`src/rtl/note_pkg.sv`:
```
// rtl/note_pkg.sv - shared types and note-word field layout for the note sequencer
package note_pkg;

  typedef enum logic [1:0] {IDLE, FETCH, LOAD, PLAY} state_t;

  localparam int HP_W    = 7;
  localparam int DUR_W   = 4;
  localparam int NOTE_W  = 11;
  localparam int HP_LSB  = 0;
  localparam int DUR_LSB = 7;

  localparam logic [DUR_W-1:0] END_DUR = '0;

  function automatic logic [HP_W-1:0] note_hp(input logic [NOTE_W-1:0] word);
    return word[HP_LSB +: HP_W];
  endfunction

  function automatic logic [DUR_W-1:0] note_dur(input logic [NOTE_W-1:0] word);
    return word[DUR_LSB +: DUR_W];
  endfunction

endpackage

```
`src/rtl/note_tick_prescaler.sv`:
```
// rtl/note_tick_prescaler.sv - restartable duration-unit prescaler, pulses tick every TICK_DIV enabled cycles
module note_tick_prescaler #(
  parameter int TICK_DIV = 2048
) (
  input  logic synth_clk,
  input  logic rst_n,
  input  logic clear,
  input  logic enable,
  output logic tick
);

  localparam logic [15:0] TICK_LAST = 16'(TICK_DIV - 1);

  logic [15:0] tick_ctr;

  assign tick = enable && (tick_ctr == TICK_LAST);

  always_ff @(posedge synth_clk or negedge rst_n) begin
    if (!rst_n) begin
      tick_ctr <= '0;
    end else if (clear) begin
      tick_ctr <= '0;
    end else if (enable) begin
      tick_ctr <= tick ? 16'd0 : tick_ctr + 16'd1;
    end
  end

endmodule

```
`src/rtl/note_sequencer.sv`:
```
// rtl/note_sequencer.sv - walks a note ROM and drives freq_synth hp/active; NOTE_SEQ_ARTIC_GAP_EN silences the last duration unit of each note
module note_sequencer
  import note_pkg::*;
#(
  parameter int ADDR_W   = 6,
  parameter int TICK_DIV = 2048
) (
  input  logic              synth_clk,
  input  logic              rst_n,
  input  logic              start,
  input  logic              stop,
  input  logic              loop_en,
  output logic [ADDR_W-1:0] rom_addr,
  input  logic [NOTE_W-1:0] rom_data,
  output logic [HP_W-1:0]   hp,
  output logic              active,
  output logic              busy,
  output logic              note_strobe
);

`ifdef NOTE_SEQ_ARTIC_GAP_EN
  localparam bit ARTIC_GAP = 1'b1;
`else
  localparam bit ARTIC_GAP = 1'b0;
`endif

  state_t            state, state_nxt;
  logic [ADDR_W-1:0] addr_nxt;
  logic [HP_W-1:0]   hp_nxt;
  logic              active_nxt;
  logic [DUR_W-1:0]  dur_ctr, dur_nxt;
  logic              strobe_nxt;
  logic              tick;
  logic [HP_W-1:0]   word_hp;
  logic [DUR_W-1:0]  word_dur;

  assign word_hp  = note_hp(rom_data);
  assign word_dur = note_dur(rom_data);
  assign busy     = (state != IDLE);

  note_tick_prescaler #(.TICK_DIV(TICK_DIV)) u_prescaler (
    .synth_clk (synth_clk),
    .rst_n     (rst_n),
    .clear     (state == LOAD),
    .enable    (state == PLAY),
    .tick      (tick)
  );

  always_ff @(posedge synth_clk or negedge rst_n) begin
    if (!rst_n) begin
      state       <= IDLE;
      rom_addr    <= '0;
      hp          <= '0;
      active      <= 1'b0;
      dur_ctr     <= '0;
      note_strobe <= 1'b0;
    end else begin
      state       <= state_nxt;
      rom_addr    <= addr_nxt;
      hp          <= hp_nxt;
      active      <= active_nxt;
      dur_ctr     <= dur_nxt;
      note_strobe <= strobe_nxt;
    end
  end

  always_comb begin
    state_nxt  = state;
    addr_nxt   = rom_addr;
    hp_nxt     = hp;
    active_nxt = active;
    dur_nxt    = dur_ctr;
    strobe_nxt = 1'b0;
    case (state)
      IDLE: begin
        if (start && !stop) begin
          addr_nxt  = '0;
          state_nxt = FETCH;
        end
      end
      FETCH: state_nxt = LOAD;
      LOAD: begin
        if (word_dur == END_DUR) begin
          // An end marker at address 0 always finishes, so an empty song cannot spin.
          if (loop_en && rom_addr != '0) begin
            addr_nxt  = '0;
            state_nxt = FETCH;
          end else begin
            hp_nxt     = '0;
            active_nxt = 1'b0;
            state_nxt  = IDLE;
          end
        end else begin
          hp_nxt     = word_hp;
          active_nxt = (word_hp != '0) && !(ARTIC_GAP && word_dur == DUR_W'(1));
          dur_nxt    = word_dur;
          strobe_nxt = 1'b1;
          addr_nxt   = rom_addr + ADDR_W'(1);
          state_nxt  = PLAY;
        end
      end
      PLAY: begin
        if (tick) begin
          dur_nxt = dur_ctr - DUR_W'(1);
          if (dur_ctr == DUR_W'(1)) begin
            state_nxt = FETCH;
          end else if (ARTIC_GAP && dur_ctr == DUR_W'(2)) begin
            active_nxt = 1'b0;
          end
        end
      end
      default: state_nxt = IDLE;
    endcase
    // Stop overrides every other transition out of a busy state.
    if (state != IDLE && stop) begin
      state_nxt  = IDLE;
      addr_nxt   = '0;
      hp_nxt     = '0;
      active_nxt = 1'b0;
      strobe_nxt = 1'b0;
    end
  end

endmodule

```
`config.mk`:
```
export PLATFORM = sky130hd
export DESIGN_NAME = note_sequencer
export DESIGN_NICKNAME = d
export VERILOG_FILES = /design/src/rtl/note_pkg.sv /design/src/rtl/note_tick_prescaler.sv /design/src/rtl/note_sequencer.sv
export SDC_FILE = /design/constraint.sdc
export NUM_CORES = 1
export LEC_CHECK = 0
export BUFFER_PORTS_ARGS = -buffer_cell sky130_fd_sc_hd__buf_4
export CAP_MARGIN = 30
export CORE_MARGIN = 2
export CORE_UTILIZATION = 50
export DETAILED_ROUTE_END_ITERATION = 10
export GPL_TIMING_DRIVEN = 0
export HOLD_SLACK_MARGIN = 0.15
export PLACE_DENSITY = 0.72
export SYNTH_ARGS = -nofsm -noshare
export SYNTH_HDL_FRONTEND = slang
export SYNTH_HIERARCHICAL = 1
export SYNTH_SLANG_ARGS = --single-unit
```
`constraint.sdc`:
```
create_clock -name synth_clk -period 7.35 [get_ports synth_clk]
set_input_delay 0.735 -clock synth_clk [delete_from_list [all_inputs] [get_ports synth_clk]]
set_output_delay 0.735 -clock synth_clk [all_outputs]
set_load 0.01 [all_outputs]
```
==> metrics.yaml, run 1 <==
logic_synthesis:
  syn_avg_cell_area_um2: 9.29
  synth_edf_count: 0
  synth_nets: 247
  synthCells: 222
  yosysWarnings: 6
  synthFlopType: "dfrtp_1"
  ys_seq_elements: 37
  async_flop_share: 1.00
  syn_area_mm2: 0.00206
  yosysSeqAreaShare: 0.449
  ys_types: 38
clocking:
  htree_num_levels: 2
  cts_tree: "yes"
  ctsHoldBuffers: 0
  clock-root-buffer: "clkbuf_8"
  cts_inserted_buffers: 5
  cts_setup_buffers: 0
  clkLatencyLatePin_ps: 290
  post_cts_resized: 0
  clock_path_buffers: 2
  clock_sinks: 37
  cts.clk_slew.worst_paths_ps: 80
pwr:
  p_leak_nw: 1.13
  cellPowerDensity_mw_per_mm2: 289
  peakVddDrop_uv: 146
placement:
  dpl_cell_area_mm2: 0.00236
  place.detailed.hpwl_um: 2900
  place.port_buffers: 31
  gp_congestion: 0.796
  dp_cells: 303
sta:
  finalSetupViolCount: 0
  worstMarginPinSlew_ps: 880
  min_period_over_period: 0.376
  slew_viol_final: 0
  hold_viol: 0
  clock.fmax_mhz: 362
  tns_ps: 0
  clock_skew_ps: 9.47
  finalCriticalPeriod_ps: 2760
  relSlewSlack: 0.408
  rsz0062_at_grt: "false"
grt:
  grt_max_degree: 38
  grt_pass1_vias: 1592
  grt_use_total: 0.198
  grt_pass1_wl_um: 6960
  grt_antenna_before_repair: 0
  grt_overflow_total: 0
floorplan:
  core.rowCount: 23
  die_h_um: 68.2
  io_pins: 32
  die_width_um: 68.2
  die-area_mm2: 0.00466
  initial_core_util: 0.520
  core-area_mm2: 0.00397
finish:
  final_common_cell: "dfrtp_1"
  nets: 285
  diodes: 0
  syn2layout_area_growth_pct: 19.9
  drive_gt1_frac: 0.188
  layout.cells.non_filler: 311
  most-common-layout-cells: "dfrtp_1, buf_4, nand2_1"
  fin_util: 0.623
  fillerInstances: 350
  final_area_mm2: 0.00247
drt:
  drc: 0
  top_layer_used: "met4"
  ant_nets: 0
  viasPerCell: 5.40
  wl_met3_um: 167
  vias: 1678
  totalWireLength_um: 4050
  wl_met2_um: 1940
  met1Wirelength_um: 1900
  drt_iter0_markers: 93
  wire_per_inst_um: 13.0
  first_pass_iters: 5
run_status:
  outcome: "finished clean"
min_path:
  hold_class: "in2async"
setup_path:
  crit_fanout: 9
  endpoint_kind: "register"
  critical_path.startpoint_type: "register"
  worst-endpoint-required_ps: 7500
  cp.arrival_ps: 2910
  critical_path_class: "reg2reg"
  r2r_cells: 9
flow_run:
  max_cap_viol_count: 0
-- cell type report --
class,count,area (µm²),share of cell area
Inverter,22,82.6,0.0334
Clock inverter,3,46.3,0.0187
Timing Repair Buffer,31,233,0.0941
Clock buffer,5,68.8,0.0278
Sequential cell,37,926,0.374
Buffer,3,26.3,0.0106
Multi-Input combinational cell,160,1030,0.416
Tap cell,50,62.6,0.0253
-- per-stage QoR --
step                power (mW)  worst slack [ps]  hold WS [ps]
global route             0.776              4240           432
finish                   0.715              4590           395
global placement         0.540              4690           492
floorplan                0.453              4940           439
detailed placement       0.545              4600           493
CTS                      0.724              4600           403
-- synth_stat cells, types with 2 or more instances --
library cell	instances	share of area
inv_1	22	0.040
dfrtp_1	37	0.45
or4b_1	2	0.0097
nor4_1	5	0.015
nand4_1	3	0.0091
o22ai_1	2	0.0061
o211ai_1	3	0.011
nand2_1	23	0.042
o21ai_0	18	0.044
a21oi_1	10	0.024
ha_1	9	0.055
o31ai_1	2	0.0073
or4_2	2	0.0085
xor2_1	2	0.0085
and2_2	2	0.0073
nand3b_1	2	0.0073
nor2_1	18	0.033
nand3_1	12	0.029
or4_1	2	0.0073
nor3_1	5	0.012
xnor2_1	11	0.047
buf_6	2	0.011
mux2i_1	10	0.049
nand2b_1	4	0.012
-- registers in the layout (all words and copies together), names as in the netlist --
name and cells:
hp 7, dur_ctr 4, active 1, note_strobe 1
state 2, u_prescaler/tick_ctr 16, rom_addr 6
-- routing by layer --
metal / track usage / vias to the layer above
met3: 0.0461 / 7
met1: 0.262 / 789
li1: - / 848
met2: 0.322 / 34
met4: 0.0625 / 0
met5: 0 / -
-- critical path, stage by stage (launching register included) --
cell and delay [ps]:
dfrtp_1 480, ha_1 360, nand4bb_1 140, or4_4 600
inv_1 100, mux2i_1 70, a21oi_1 500, nand2b_1 160
o22ai_1 150, a21oi_1 70
-- power breakdown --
group	internal [mW]	leakage [nW]	switching, mW
clock network	0.101	0.0543	0.0743
registers	0.248	0.490	0.0372
logic	0.122	0.584	0.132
-- cells by family (layout without fill, tap and decap cells) --
family                     after synthesis  count (layout)  share of synthesized area
buffers and inverters                   25              64                     0.0528
AOI/OAI and AO/OA                       41              41                      0.116
and+or+nand+nor                         87              87                      0.224
DFF                                     37              37                      0.449
xor gates and xnor gates                13              13                     0.0552
muxes                                   10              10                     0.0485
adders and majority gates                9               9                     0.0546
-- worst paths after layout --
check                            startpoint                  endpoint  slack, ps
worst min register to register  rom_addr[5]               rom_addr[5]        500
worst max-delay path               state[0]                dur_ctr[3]       4590
worst min-delay path                  rst_n  u_prescaler/tick_ctr[10]        390
max in group asynchronous             rst_n               rom_addr[0]       6620
min in group synth_clk          rom_addr[5]               rom_addr[5]        500
worst max register to register     state[0]                dur_ctr[3]       4590
Power figures use the tool's default switching activity.
==> run 2: changes to the inputs <==
--- a/config.mk
+++ b/config.mk
@@ -5,6 +5,7 @@
 export SDC_FILE = /design/constraint.sdc
 export NUM_CORES = 1
 export LEC_CHECK = 0
+export ABC_AREA = 1
 export BUFFER_PORTS_ARGS = -buffer_cell sky130_fd_sc_hd__buf_4
 export CAP_MARGIN = 30
 export CORE_MARGIN = 2
@@ -12,7 +13,7 @@
 export DETAILED_ROUTE_END_ITERATION = 10
 export GPL_TIMING_DRIVEN = 0
 export HOLD_SLACK_MARGIN = 0.15
-export PLACE_DENSITY = 0.72
+export PLACE_DENSITY = 0.71
 export SYNTH_ARGS = -nofsm -noshare
 export SYNTH_HDL_FRONTEND = slang
 export SYNTH_HIERARCHICAL = 1
==> constraint.sdc (replaced) <==
create_clock -name synth_clk -period 2.9 [get_ports synth_clk]
set_input_delay 0.29 -clock synth_clk [delete_from_list [all_inputs] [get_ports synth_clk]]
set_output_delay 0.29 -clock synth_clk [all_outputs]
set_load 0.01 [all_outputs]
==> run 2 against run 1 <==
Clock skew shrank 5.0 ps. Count of clock-buffer cells in the layout is the same. Total power grew to 2.9 times the previous value. Synthesized cell count grew 45%. Flip-flop and latch count is the same. Design area grew 15%.
==> metrics.yaml, run 2 <==
grt:
  grt_pass1_wl_um: 9070  # was 6960 µm
  grt_pass1_vias: 2096  # was 1592
  grt_max_degree: 38  # unchanged
  grt_overflow_total: 0  # unchanged
  grt_use_total: 0.212  # was 0.198
  grt_antenna_before_repair: 0  # unchanged
sta:
  clock.fmax_mhz: 470  # was 362 MHz
  min_period_over_period: 0.733  # was 0.376
  finalSetupViolCount: 0  # unchanged
  clock_skew_ps: 4.48  # was 9.47 ps
  relSlewSlack: 0.680  # was 0.408
  worstMarginPinSlew_ps: 480  # was 880 ps
  slew_viol_final: 0  # unchanged
  whs_ps: 289  # was 395 ps
  tns_ps: 0  # unchanged
  rsz0062_at_grt: "false"  # unchanged
  hold_viol: 0  # unchanged
  finalCriticalPeriod_ps: 2130  # was 2760 ps
logic_synthesis:
  yosys-top-cells-count: "nand2_1, nor2_1, dfrtp_1, nand3_1, inv_1"  # was dfrtp_1, nand2_1, inv_1
  synth_nets: 347  # was 247
  yosysWarnings: 6  # unchanged
  synth.top_cell.area_share: 0.380  # was 0.449
  synthFlopType: "dfrtp_1"  # unchanged
  syn_area_mm2: 0.00244  # was 0.00206 mm²
  ys_top_cells_by_area: "dfrtp_1, nand2_1, nand3_1, nor2_1, inv_1"  # was dfrtp_1, ha_1, mux2i_1, xnor2_1, o21ai_0
  yosysSeqAreaShare: 0.380  # was 0.449
  ys_seq_elements: 37  # unchanged
  ys_types: 34  # was 38
  synth_most_common_cell: "nand2_1"  # was dfrtp_1
  yosys.area.top_type: "dfrtp_1"  # unchanged
  synth_edf_count: 0  # unchanged
  synthCells: 322  # was 222
  syn_avg_cell_area_um2: 7.57  # was 9.29 µm²
  async_flop_share: 1.00  # unchanged
setup_path:
  critical_path_class: "reg2reg"  # unchanged
  endpoint_kind: "register"  # unchanged
  crit_fanout: 8  # was 9
  critical_path.startpoint_type: "register"  # unchanged
  worst-endpoint-required_ps: 3110  # was 7500 ps
  cp.arrival_ps: 2340  # was 2910 ps
clocking:
  clock_sinks: 37  # unchanged
  cts_setup_buffers: 0  # unchanged
  cts_inserted_buffers: 5  # unchanged
  htree_num_levels: 2  # unchanged
  clock-root-buffer: "clkbuf_8"  # unchanged
  cts.clk_slew.worst_paths_ps: 80  # about the same
  clock_path_buffers: 2  # unchanged
  clkLatencyLatePin_ps: 290  # about the same
  cts_tree: "yes"  # unchanged
finish:
  reg.largest.list: "u_prescaler/tick_ctr: 16 flops, hp: 7 flops, rom_addr: 6 flops"  # unchanged
  top_register: "u_prescaler/tick_ctr"  # unchanged
  largest_register_ffs: 16  # unchanged
  nets: 386  # was 285
  fin_util: 0.604  # was 0.623
  most-common-layout-cells: "nand2_1, nor2_1, nand3_1, dfrtp_1, inv_1"  # was dfrtp_1, buf_4, nand2_1
  syn2layout_area_growth_pct: 16.9  # was 19.9%
  final_common_cell: "nand2_1"  # was dfrtp_1
  fillerInstances: 468  # was 350
  diodes: 0  # unchanged
  drive_gt1_frac: 0.224  # was 0.188
placement:
  place.detailed.hpwl_um: 3890  # was 2900 µm
  place.port_buffers: 31  # unchanged
  gp_congestion: 0.895  # was 0.796
drt:
  ant_nets: 0  # unchanged
  viasPerCell: 4.98  # was 5.40
  first_pass_iters: 4  # was 5
  drc: 0  # unchanged
  drt_iter0_markers: 110  # was 93
  wire_per_inst_um: 12.0  # was 13.0 µm
  totalWireLength_um: 5130  # was 4050 µm
  vias: 2136  # was 1678
floorplan:
  initial_core_util: 0.516  # was 0.520
  die-area_mm2: 0.00545  # was 0.00466 mm²
  io_pins: 32  # unchanged
  core-area_mm2: 0.00472  # was 0.00397 mm²
  die_width_um: 73.8  # was 68.2 µm
  core.rowCount: 25  # was 23
  die_h_um: 73.8  # was 68.2 µm
flow_run:
  max_cap_viol_count: 0  # unchanged
pwr:
  p_leak_nw: 1.41  # was 1.13 nW
  peakVddDrop_uv: 466  # was 146 µV
  cellPowerDensity_mw_per_mm2: 726  # was 289 mW/mm²
run_status:
  outcome: "finished clean"  # unchanged
min_path:
  hold_class: "in2reg"  # was in2async
## run 2: cell types whose count changed in the layout (fill, tap and decap cells not counted), moves of 6 or more
cell	delta
a21oi_1	-8
inv_1	+11
mux2i_1	-10
nand2_1	+55
nand2_2	+6
nand3_1	+25
nor2_1	+26
o21ai_0	-11
o21ai_1	+8
o21ai_2	+8
xnor2_1	-9
## run 2: final timing paths
kind	startpoint	to	slack (ps)	cells past startpoint
min in group asynchronous	rst_n	dur_ctr[1]	500	2
max	state[0]	dur_ctr[0]	770	9
min	rom_data[5]	hp[5]	290	3
min reg2reg	hp[1]	hp[1]	490	2
max in group asynchronous	rst_n	rom_addr[3]	2060	2
max reg2reg	state[0]	dur_ctr[0]	770	9
## run 2: critical path, stage by stage, from the launching register on
cell and delay [ps]:
dfrtp_1 440, ha_1 430, nand3_1 120, nor4_1 450, nor2_1 110, a21oi_1 130
o21ai_1 130, inv_2 120, nand2_1 60, o21ai_1 70
## run 2: area by class of cell
class                   count  area [µm²]  share of cell area
plain buffers               4        53.8              0.0189
clock buffers               5        68.8              0.0241
clock inverters             3        17.5             0.00614
inverters                  40         153              0.0535
multi-input cells         241        1310               0.458
flip-flops and latches     37         926               0.325
well taps                  67        83.8              0.0294
repair buffers             32         243              0.0851
## run 2: kinds of logic after synthesis
logic type / share of synthesized area
DFF: 0.380
and+or+nand+nor: 0.388
AOI/OAI and AO/OA: 0.0759
xor gates and xnor gates: 0.0251
adders and majority gates: 0.0462
buffers and inverters: 0.0847
## run 2: through the flow
stage / total power [mW] / std cells / setup WS [ps] / cell area, µm²
2_1_floorplan: 1.43 / 322 / 1150 / 2440
3_3_place_gp: 1.71 / 420 / 760 / 2760
3_5_place_dp: 1.73 / 420 / 733 / 2760
4_1_cts: 2.10 / 429 / 725 / 2850
5_1_grt: 2.24 / 429 / 527 / 2850
6_report: 2.07 / 429 / 773 / 2850
## run 2: timing repair
item | CTS | global route
gates resized for setup | 0 | 0
setup endpoints to repair | 0 | 0
hold buffers | 1 | 0
endpoints found under the hold margin | 37 | 0
## run 2: power by group
part           switching, mW  total [mW]  internal, mW
Clock                  0.190       0.356         0.166
Sequential            0.0996       0.733         0.634
Combinational          0.590       0.980         0.391
Total                  0.880        2.07          1.19
## run 2: per-layer routing
layer  GRT usage  routed length, µm
met1       0.267               2370
met2       0.356               2490
met3      0.0439                206
met4      0.0808                 65
met5           0                  0
